[config.mk]
export PLATFORM = sky130hd
export DESIGN_NAME = lifo_reader
export DESIGN_NICKNAME = d
export VERILOG_FILES = /design/src/rtl/lifo_pkg.sv /design/src/rtl/lifo_rd_skid.sv /design/src/rtl/lifo_reader.sv
export SDC_FILE = /design/constraint.sdc
export NUM_CORES = 1
export LEC_CHECK = 0
export BUFFER_PORTS_ARGS = -buffer_cell sky130_fd_sc_hd__buf_2
export CAP_MARGIN = 10
export CORE_UTILIZATION = 58
export CTS_CLUSTER_SIZE = 16
export DETAILED_ROUTE_END_ITERATION = 7
export GPL_TIMING_DRIVEN = 0
export PLACE_DENSITY = 0.93
export REMOVE_ABC_BUFFERS = 1
export SLEW_MARGIN = 10
export SYNTH_ARGS = -nofsm -noshare
export SYNTH_HDL_FRONTEND = slang
export SYNTH_SLANG_ARGS = --single-unit
export TNS_END_PERCENT = 1
[constraint.sdc]
create_clock -name clk_i -period 4.8 [get_ports clk_i]
set_clock_uncertainty 0.1 [all_clocks]
set_input_delay 0.48 -clock clk_i [delete_from_list [all_inputs] [get_ports clk_i]]
set_output_delay 0.48 -clock clk_i [all_outputs]
set_load 0.01 [all_outputs]
[src/rtl/lifo_pkg.sv]
// Shared types and constants for the lifo drain path.
// Reader FSM states, skid sizing, delivered-word counter width.
package lifo_pkg;

  typedef enum logic [1:0] {
    IDLE,
    DRAIN,
    FLUSH
  } rd_state_e;

  localparam int SKID_DEPTH = 3;
  localparam int POP_CNT_W  = 16;
  localparam int PTR_W      = 2;
  localparam int OCC_W      = 2;

  localparam logic [OCC_W:0] CREDIT_MAX = (OCC_W+1)'(SKID_DEPTH);

  function automatic logic [PTR_W-1:0] ptr_inc(
    input logic [PTR_W-1:0] p
  );
    if (p == PTR_W'(SKID_DEPTH - 1)) return '0;
    return p + PTR_W'(1);
  endfunction

endpackage

[src/rtl/lifo_rd_skid.sv]
// 3-entry in-order register FIFO catching words from the lifo.
// Ports: wr_i/wr_data_i push, rd_i pop, occ_o count, valid_o/head_o head.
module lifo_rd_skid
  import lifo_pkg::*;
#(
  parameter int W = 8
) (
  input  logic             clk_i,
  input  logic             rst_n_i,
  input  logic             wr_i,
  input  logic [W-1:0]     wr_data_i,
  input  logic             rd_i,
  output logic [OCC_W-1:0] occ_o,
  output logic             valid_o,
  output logic [W-1:0]     head_o
);

  logic [W-1:0]     mem_q [SKID_DEPTH];
  logic [PTR_W-1:0] wr_ptr_q;
  logic [PTR_W-1:0] rd_ptr_q;
  logic [OCC_W-1:0] occ_q;
  logic             rd_ok;

  assign rd_ok   = rd_i & (occ_q != '0);
  assign occ_o   = occ_q;
  assign valid_o = (occ_q != '0);
  assign head_o  = mem_q[rd_ptr_q];

  always_ff @(posedge clk_i or negedge rst_n_i) begin
    if (!rst_n_i) begin
      for (int i = 0; i < SKID_DEPTH; i++)
        mem_q[i] <= '0;
      wr_ptr_q <= '0;
      rd_ptr_q <= '0;
      occ_q    <= '0;
    end else begin
      if (wr_i) begin
        mem_q[wr_ptr_q] <= wr_data_i;
        wr_ptr_q        <= ptr_inc(wr_ptr_q);
      end
      if (rd_ok)
        rd_ptr_q <= ptr_inc(rd_ptr_q);
      unique case ({wr_i, rd_ok})
        2'b10:   occ_q <= occ_q + OCC_W'(1);
        2'b01:   occ_q <= occ_q - OCC_W'(1);
        default: occ_q <= occ_q;
      endcase
    end
  end

endmodule

[src/rtl/lifo_reader.sv]
// Drains a lifo (rdreq/q, 1-clk latency) onto a valid/ready stream.
// Ports: enable_i, lifo_* stack side, src_* stream, busy_o, pop_cnt_o.
// LIFO_RD_LAST_EN adds src_last_o tagging the word popped at usedw==1.
module lifo_reader
  import lifo_pkg::*;
#(
  parameter int DWIDTH = 8,
  parameter int AWIDTH = 3
) (
  input  logic                 clk_i,
  input  logic                 rst_n_i,
  input  logic                 enable_i,
  input  logic                 lifo_empty_i,
  input  logic [AWIDTH:0]      lifo_usedw_i,
  output logic                 lifo_rdreq_o,
  input  logic [DWIDTH-1:0]    lifo_q_i,
  output logic [DWIDTH-1:0]    src_data_o,
  output logic                 src_valid_o,
`ifdef LIFO_RD_LAST_EN
  output logic                 src_last_o,
`endif
  input  logic                 src_ready_i,
  output logic                 busy_o,
  output logic [POP_CNT_W-1:0] pop_cnt_o
);

`ifdef LIFO_RD_LAST_EN
  localparam int SW = DWIDTH + 1;
`else
  localparam int SW = DWIDTH;
`endif

  rd_state_e        state_q;
  logic             rd_pending_q;
  logic [OCC_W-1:0] occ;
  logic [SW-1:0]    wr_data;
  logic [SW-1:0]    head;
  logic             stack_go;
  logic             credit_ok;
  logic             xfer;

  // usedw and empty agree for a coherent lifo; requiring both
  // keeps a torn flag from launching a pop of nothing.
  assign stack_go = enable_i & ~lifo_empty_i & (|lifo_usedw_i);

  // Count the word still in flight so the skid can never overflow.
  assign credit_ok =
    ({1'b0, occ} + {{OCC_W{1'b0}}, rd_pending_q}) < CREDIT_MAX;

  assign lifo_rdreq_o = (state_q == DRAIN) & stack_go & credit_ok;
  assign xfer         = src_valid_o & src_ready_i;
  assign busy_o       = (state_q != IDLE);

`ifdef LIFO_RD_LAST_EN
  logic last_pending_q;

  always_ff @(posedge clk_i or negedge rst_n_i) begin
    if (!rst_n_i)
      last_pending_q <= 1'b0;
    else
      last_pending_q <= lifo_rdreq_o &
        (lifo_usedw_i == (AWIDTH+1)'(1));
  end

  assign wr_data    = {last_pending_q, lifo_q_i};
  assign src_data_o = head[DWIDTH-1:0];
  assign src_last_o = head[DWIDTH] & src_valid_o;
`else
  assign wr_data    = lifo_q_i;
  assign src_data_o = head;
`endif

  lifo_rd_skid #(
    .W (SW)
  ) u_skid (
    .clk_i     (clk_i),
    .rst_n_i   (rst_n_i),
    .wr_i      (rd_pending_q),
    .wr_data_i (wr_data),
    .rd_i      (src_ready_i),
    .occ_o     (occ),
    .valid_o   (src_valid_o),
    .head_o    (head)
  );

  always_ff @(posedge clk_i or negedge rst_n_i) begin
    if (!rst_n_i)
      rd_pending_q <= 1'b0;
    else
      rd_pending_q <= lifo_rdreq_o;
  end

  always_ff @(posedge clk_i or negedge rst_n_i) begin
    if (!rst_n_i) begin
      state_q <= IDLE;
    end else begin
      unique case (state_q)
        IDLE:
          if (stack_go)
            state_q <= DRAIN;
        DRAIN:
          if (!stack_go)
            state_q <= FLUSH;
        FLUSH:
          if (stack_go && !rd_pending_q)
            state_q <= DRAIN;
          else if (!rd_pending_q && occ == '0)
            state_q <= IDLE;
        default:
          state_q <= IDLE;
      endcase
    end
  end

  always_ff @(posedge clk_i or negedge rst_n_i) begin
    if (!rst_n_i)
      pop_cnt_o <= '0;
    else if (xfer)
      pop_cnt_o <= pop_cnt_o + POP_CNT_W'(1);
  end

endmodule
* Word-level counts from Yosys, hierarchy flattened
Index checks and enable logic that the tools add are counted.
** Storage, ports and cells
- Register bits :: 49
- Output and inout port bits :: 27
- Word-level logic and storage cells :: 67
** Cells by class
- Add/subtract/negate cells :: 6
- Order comparisons :: 4
- Eq/ne operators :: 9
- Muxes and demuxes :: 20
- Bitwise operators :: 8
- Reductions and logical operators :: 11
** Operator list (number)
- 24-bit bitwise mux :: 1
- 8-bit 2-to-1 mux :: 3
- 16-bit by 1-bit adder with 16-bit output, second input constant :: 1
- 8-bit binary-select mux with 2-bit select :: 1
- 8-bit demux with 2-bit select :: 1
- 2-bit 2-to-1 mux :: 8
- 2-bit equality test, second input constant :: 4
- 2-bit by 1-bit adder with 2-bit output, second input constant :: 3
- 3-bit >= comparator, second input constant :: 2
- 2-bit NOT with 3-bit output :: 2
- 2-bit case mux with 3 select lines :: 1
- 2-bit nonzero test :: 3
- 1-bit AND :: 5
- 2-bit by 1-bit equality test with 1-bit output, second input constant :: 2
- 2-bit logical NOT :: 2
- 1-bit 2-to-1 mux :: 4
- 2-bit != test, second input constant :: 2
- 2-bit case mux with 2 select lines :: 1
- 4-bit OR reduction :: 1
- 2-bit by 1-bit adder with 3-bit output :: 1
- 1-bit logical AND :: 3
- 3-bit by 1-bit less-than comparator with 1-bit output, second input constant :: 1
- 3-bit by 2-bit less-than comparator with 1-bit output, second input constant :: 1
- 3-bit != test, second input constant :: 1
- other kinds (4) :: 4

* Longest topological paths before layout
- Depth after elaboration :: 6
- Mapped depth :: 6
- Depth with buffers taken out :: 6

* Hierarchy
Synthesis repeated with hierarchy kept, for this count alone.
** Second synthesis, totals
- Cell total of the unflattened synthesis :: 176
- Area total of the unflattened synthesis :: 2252.2 um2
** By module, submodules not included
- lifo_rd_skid :: instances 1, cells an instance 103, area each 1363.8 um2, seq. area each 750.7 um2
- lifo_reader :: instances 1, cells an instance 73, area each 888.4 um2, seq. area each 475.5 um2

* Worst setup path after synthesis
No wires, ideal clock.
- Path kind :: register -> output
- From :: reg u_skid.occ_q[0], in the netlist u_skid.occ_o[0]
- To :: out lifo_rdreq_o
- Arrival time :: 1659 ps
- Data required time :: 4220 ps
- Path slack :: 2561 ps
- Cell stages (with the launch flop) :: 4
- Path buffers :: 0
- Cells stage by stage :: dfrtp_1 > ha_1 > ha_1 > a2111oi_0
** On the way
- Longest elaborated chain between the ends :: 3
** RTL lines
- start: declaration :: RTL line lifo_rd_skid.sv:21 : logic [OCC_W-1:0] occ_q;
- start signal: assignment :: RTL line lifo_rd_skid.sv:44 : 2'b10: occ_q <= occ_q + OCC_W'(1);
- start signal: assignment :: RTL line lifo_rd_skid.sv:45 : 2'b01: occ_q <= occ_q - OCC_W'(1);
- start signal: assignment :: RTL line lifo_rd_skid.sv:46 : default: occ_q <= occ_q;
- 2-bit by 1-bit adder with 3-bit output :: RTL line lifo_reader.sv:48 : ({1'b0, occ} + {{OCC_W{1'b0}}, rd_pending_q}) < CREDIT_MAX;
- 3-bit by 2-bit less-than comparator with 1-bit output :: RTL line lifo_reader.sv:48
- 1-bit AND :: RTL line lifo_reader.sv:50 : assign lifo_rdreq_o = (state_q == DRAIN) & stack_go & credit_ok;
- end: declaration :: RTL line lifo_reader.sv:15 : output logic lifo_rdreq_o,
No other way between the ends.

* Final worst setup path
- From :: reg u_skid.rd_ptr_q[0]
- To :: out src_data_o[5]
** On the way
- Longest elaborated chain between the ends :: 4
** RTL lines
- start: declaration :: RTL line lifo_rd_skid.sv:20 : logic [PTR_W-1:0] rd_ptr_q;
- start signal: assignment :: RTL line lifo_rd_skid.sv:42 : rd_ptr_q <= ptr_inc(rd_ptr_q);
- 2-bit NOT with 3-bit output (implied by the code) :: RTL line lifo_rd_skid.sv:27 : assign head_o = mem_q[rd_ptr_q];
- 8-bit binary-select mux with 2-bit select :: RTL line lifo_rd_skid.sv:27
- 8-bit 2-to-1 mux (implied by the code) (2 in series) :: RTL line lifo_rd_skid.sv:27
- end: declaration :: RTL line lifo_reader.sv:17 : output logic [DWIDTH-1:0] src_data_o,
No other way between the ends. The select of a mux whose other input is x is not followed.

==> metrics.txt <==
fin crit share 53.4%; FP Rows 22; fin. max-slew vios 0; post-synthesis mux area share approximately 16%; postcts setup bufs 0; post-cts gate resize count 0; Routed Antenna Nets 0; cell breakdown of the critical path nor2b_1 -> nand2_1 -> o21ai_0 -> buf_2; Final Util 70.1%; Die Ht roughly 64 um; initial drt markers 82; met1 wire length 1710 um; Worst Setup Slack, final approximately 2.2 ns; Yosys top cell area share a little under three fifths; met2 routed WL about 1900 um; dpl ws between 2 and 3 ns; Simple-Gate Fraction of Synth Area 12.6%; TritonCTS clock tree built; Final Hold Vio Count 0; CP max-delay cell nor2b_1; endpoints failing setup 0; cell taking the most area after synthesis dfrtp_1; Post-Route WL 3770 um; setup TNS 0 ns; clk buf depth 2; Worst VDD drop 0.000291 V; RSZ-0062 raised after global routing false; routed len/inst about 14 um; Final nets 249; Largest stage delay, worst path 0.65 ns; Ys Warns 0; complex-gate fraction of the synthesized area under 10%; drt first pass iters 4; clk_lat worst skew 0.30 ns; Relative slew margins 32.0%; largest net degree at the start of global routing 50; first-pass GRT wire length roughly 6800 um; DRC 0; required time worst endpoint 4.22 ns; power density cells 541 mW/mm^2; Leakage 0.00127 uW; Max Clock Freq 390 MHz; top post-synthesis cells by area dfrtp_1, mux2_2, xnor2_1; share of cells above drive strength 1 35.8%; critical path peak fanout 12; vias in the first global route 1522; WP buf/inv 1; clock sink count 49; XOR/XNOR Fraction of Synth Area 7.11%; Worst-path clk slew 0.08 ns; root buffer cell clkbuf_8; CP top delay family simple AND/OR/NAND/NOR gates; min Tclk post-route about 2.6 ns; Layout area overhead 15.8%; critical path capture point type output port; Post-Syn Area 0.00222 sq mm; Synth Register Bits 49; All-Layer GR Usage roughly 22%; RePlAce Congestion 0.764; Highest Signal Layer met4; Synth Area per Inst 12.1 sq um; status finished, final reports clean; H-tree depth 2; critical path type register to output port; PortBufs 43; cts hold-fix bufs 0; Die Wd 63.8 um; ANT cells 0; antenna violations before repair 0; met3 routed WL 96 um; IO Count 44; Initial Utilization 60.5%; Via density 5.43; Hold WC Path Type input pin to async pin; Post-Synthesis Cells approximately 180; adder-cell share of the synthesized area 2.26%; CTS Buf Count 5; dpl hpwl about 2700 um; Die ar. 0.00407 sq mm; core box area 0.00366 sq mm; Worst-Margin Slew between 1 and 1.5 ns; largest family of logic cells by synthesized area multiplexers; post-synthesis cell type count 32; Vias 1504; FF-to-FF setup slack 2.98 ns; gr ovfl total 0; sequential share of the synthesized area 55.3%; startpoint types register; crit path DAT 1.98 ns; Max-cap violations 0
==> synthesized netlist by cell type, drive strengths merged <==
| library cell | number |
|---|---|
| a2111oi | 1 |
| a21o | 2 |
| a21oi | 1 |
| and3 | 1 |
| buf | 2 |
| clkbuf | 3 |
| dfrtp | 49 |
| ha | 4 |
| inv | 7 |
| mux2 | 24 |
| mux2i | 8 |
| nand2 | 19 |
| nand2b | 3 |
| nand3 | 6 |
| nand3b | 1 |
| nand4 | 2 |
| nor2 | 5 |
| nor2b | 1 |
| nor3 | 4 |
| nor4 | 3 |
| o21a | 1 |
| o21ai | 12 |
| or2 | 2 |
| or3 | 2 |
| or4 | 2 |
| xnor2 | 10 |
| xor2 | 8 |
==> final timing paths <==
check | start | endpoint | depth (start not counted)
setup / recovery | u_skid.rd_ptr_q[0]$_DFFE_PN0N_ | src_data_o[5] | 4
hold / removal | rst_n_i | u_skid.mem_q[9]$_DFFE_PN0P_ | 1
setup reg to reg | u_skid.occ_o[0]$_DFFE_PN0P_ | u_skid.occ_o[1]$_DFFE_PN0P_ | 5
hold reg to reg | pop_cnt_o[15]$_DFFE_PN0N_ | pop_cnt_o[15]$_DFFE_PN0N_ | 1
max in group asynchronous | rst_n_i | u_skid.wr_ptr_q[1]$_DFFE_PN0P_ | 1
min in group clk_i | lifo_q_i[1] | u_skid.mem_q[1]$_DFFE_PN0P_ | 2
==> layout make-up <==
class | count | area, sq um
Clock buffer | 7 | 96.3
Clock inverter | 1 | 5.00
Fill cell | 258 | 1090
Inverter | 7 | 26.3
Multi-Input combinational cell | 122 | 937
Sequential cell | 49 | 1230
Tap cell | 48 | 60.1
Timing Repair Buffer | 43 | 215
==> cells by family (layout without fill, tap and decap cells) <==
| family | Yosys count | after routing |
|---|---|---|
| muxes | 32 | 32 |
| buffers and inverters | 12 | 58 |
| adders and majority gates | 4 | 4 |
| AOI/OAI and AO/OA | 17 | 17 |
| and+or+nand+nor | 51 | 51 |
| xor gates and xnor gates | 18 | 18 |
| DFF | 49 | 49 |
==> registers in the layout, summed over array words and instances, names as in the netlist <==
| name | count |
|---|---|
| rd_pending_q | 1 |
| u_skid.occ_o | 2 |
| pop_cnt_o | 16 |
| u_skid.wr_ptr_q | 2 |
| state_q | 2 |
| u_skid.rd_ptr_q | 2 |
| u_skid.mem_q | 24 |
==> power by group <==
group	leakage [uW]	internal [uW]	total, uW	switching (uW)
Sequential	0.000612	548	680	133
Combinational	0.000608	237	450	214
Clock	0.0000542	130	257	126
Total	0.00127	914	1390	473
==> cell usage in the layout, fill, tap and decap left out <==
| master | count |
|---|---|
| or3_1 | 2 |
| buf_2 | 43 |
| nor4_4 | 1 |
| nand3_1 | 6 |
| or4_4 | 1 |
| nand2b_1 | 3 |
| or2_2 | 2 |
| o21ai_0 | 11 |
| nor2b_1 | 1 |
| clkbuf_8 | 7 |
| or4_1 | 1 |
| o21ai_2 | 1 |
| xor2_1 | 8 |
| a2111oi_0 | 1 |
| inv_1 | 7 |
| dfrtp_1 | 49 |
| nor3_2 | 2 |
| and3_1 | 1 |
| a21o_1 | 2 |
| nor3_1 | 2 |
| nor4_1 | 2 |
| ha_1 | 4 |
| mux2i_1 | 8 |
| mux2_2 | 24 |
| nand3b_1 | 1 |
| nand4_1 | 2 |
| nor2_1 | 5 |
| o21a_1 | 1 |
| xnor2_1 | 10 |
| clkinv_2 | 1 |
| a21oi_1 | 1 |
| nand2_1 | 19 |
==> stage by stage <==
step / cell area [sq um] / instances / hold WS (ns) / power, uW
global route: 2570 / 277 / 0.324 / 1490
CTS: 2570 / 277 / 0.294 / 1390
finish: 2570 / 277 / 0.255 / 1390
detailed placement: 2460 / 269 / 0.363 / 1140
floorplan: 2190 / 178 / 0.0844 / 960
global placement: 2460 / 269 / 0.355 / 1110
==> per-layer routing <==
layer / vias up / global-route usage, %
li1: 721 / -
met1: 744 / 27.9
met2: 31 / 35.4
met3: 8 / 4.82
met4: 0 / 11.6
met5: - / 0
No activity file was read; power rests on OpenSTA's default activity.
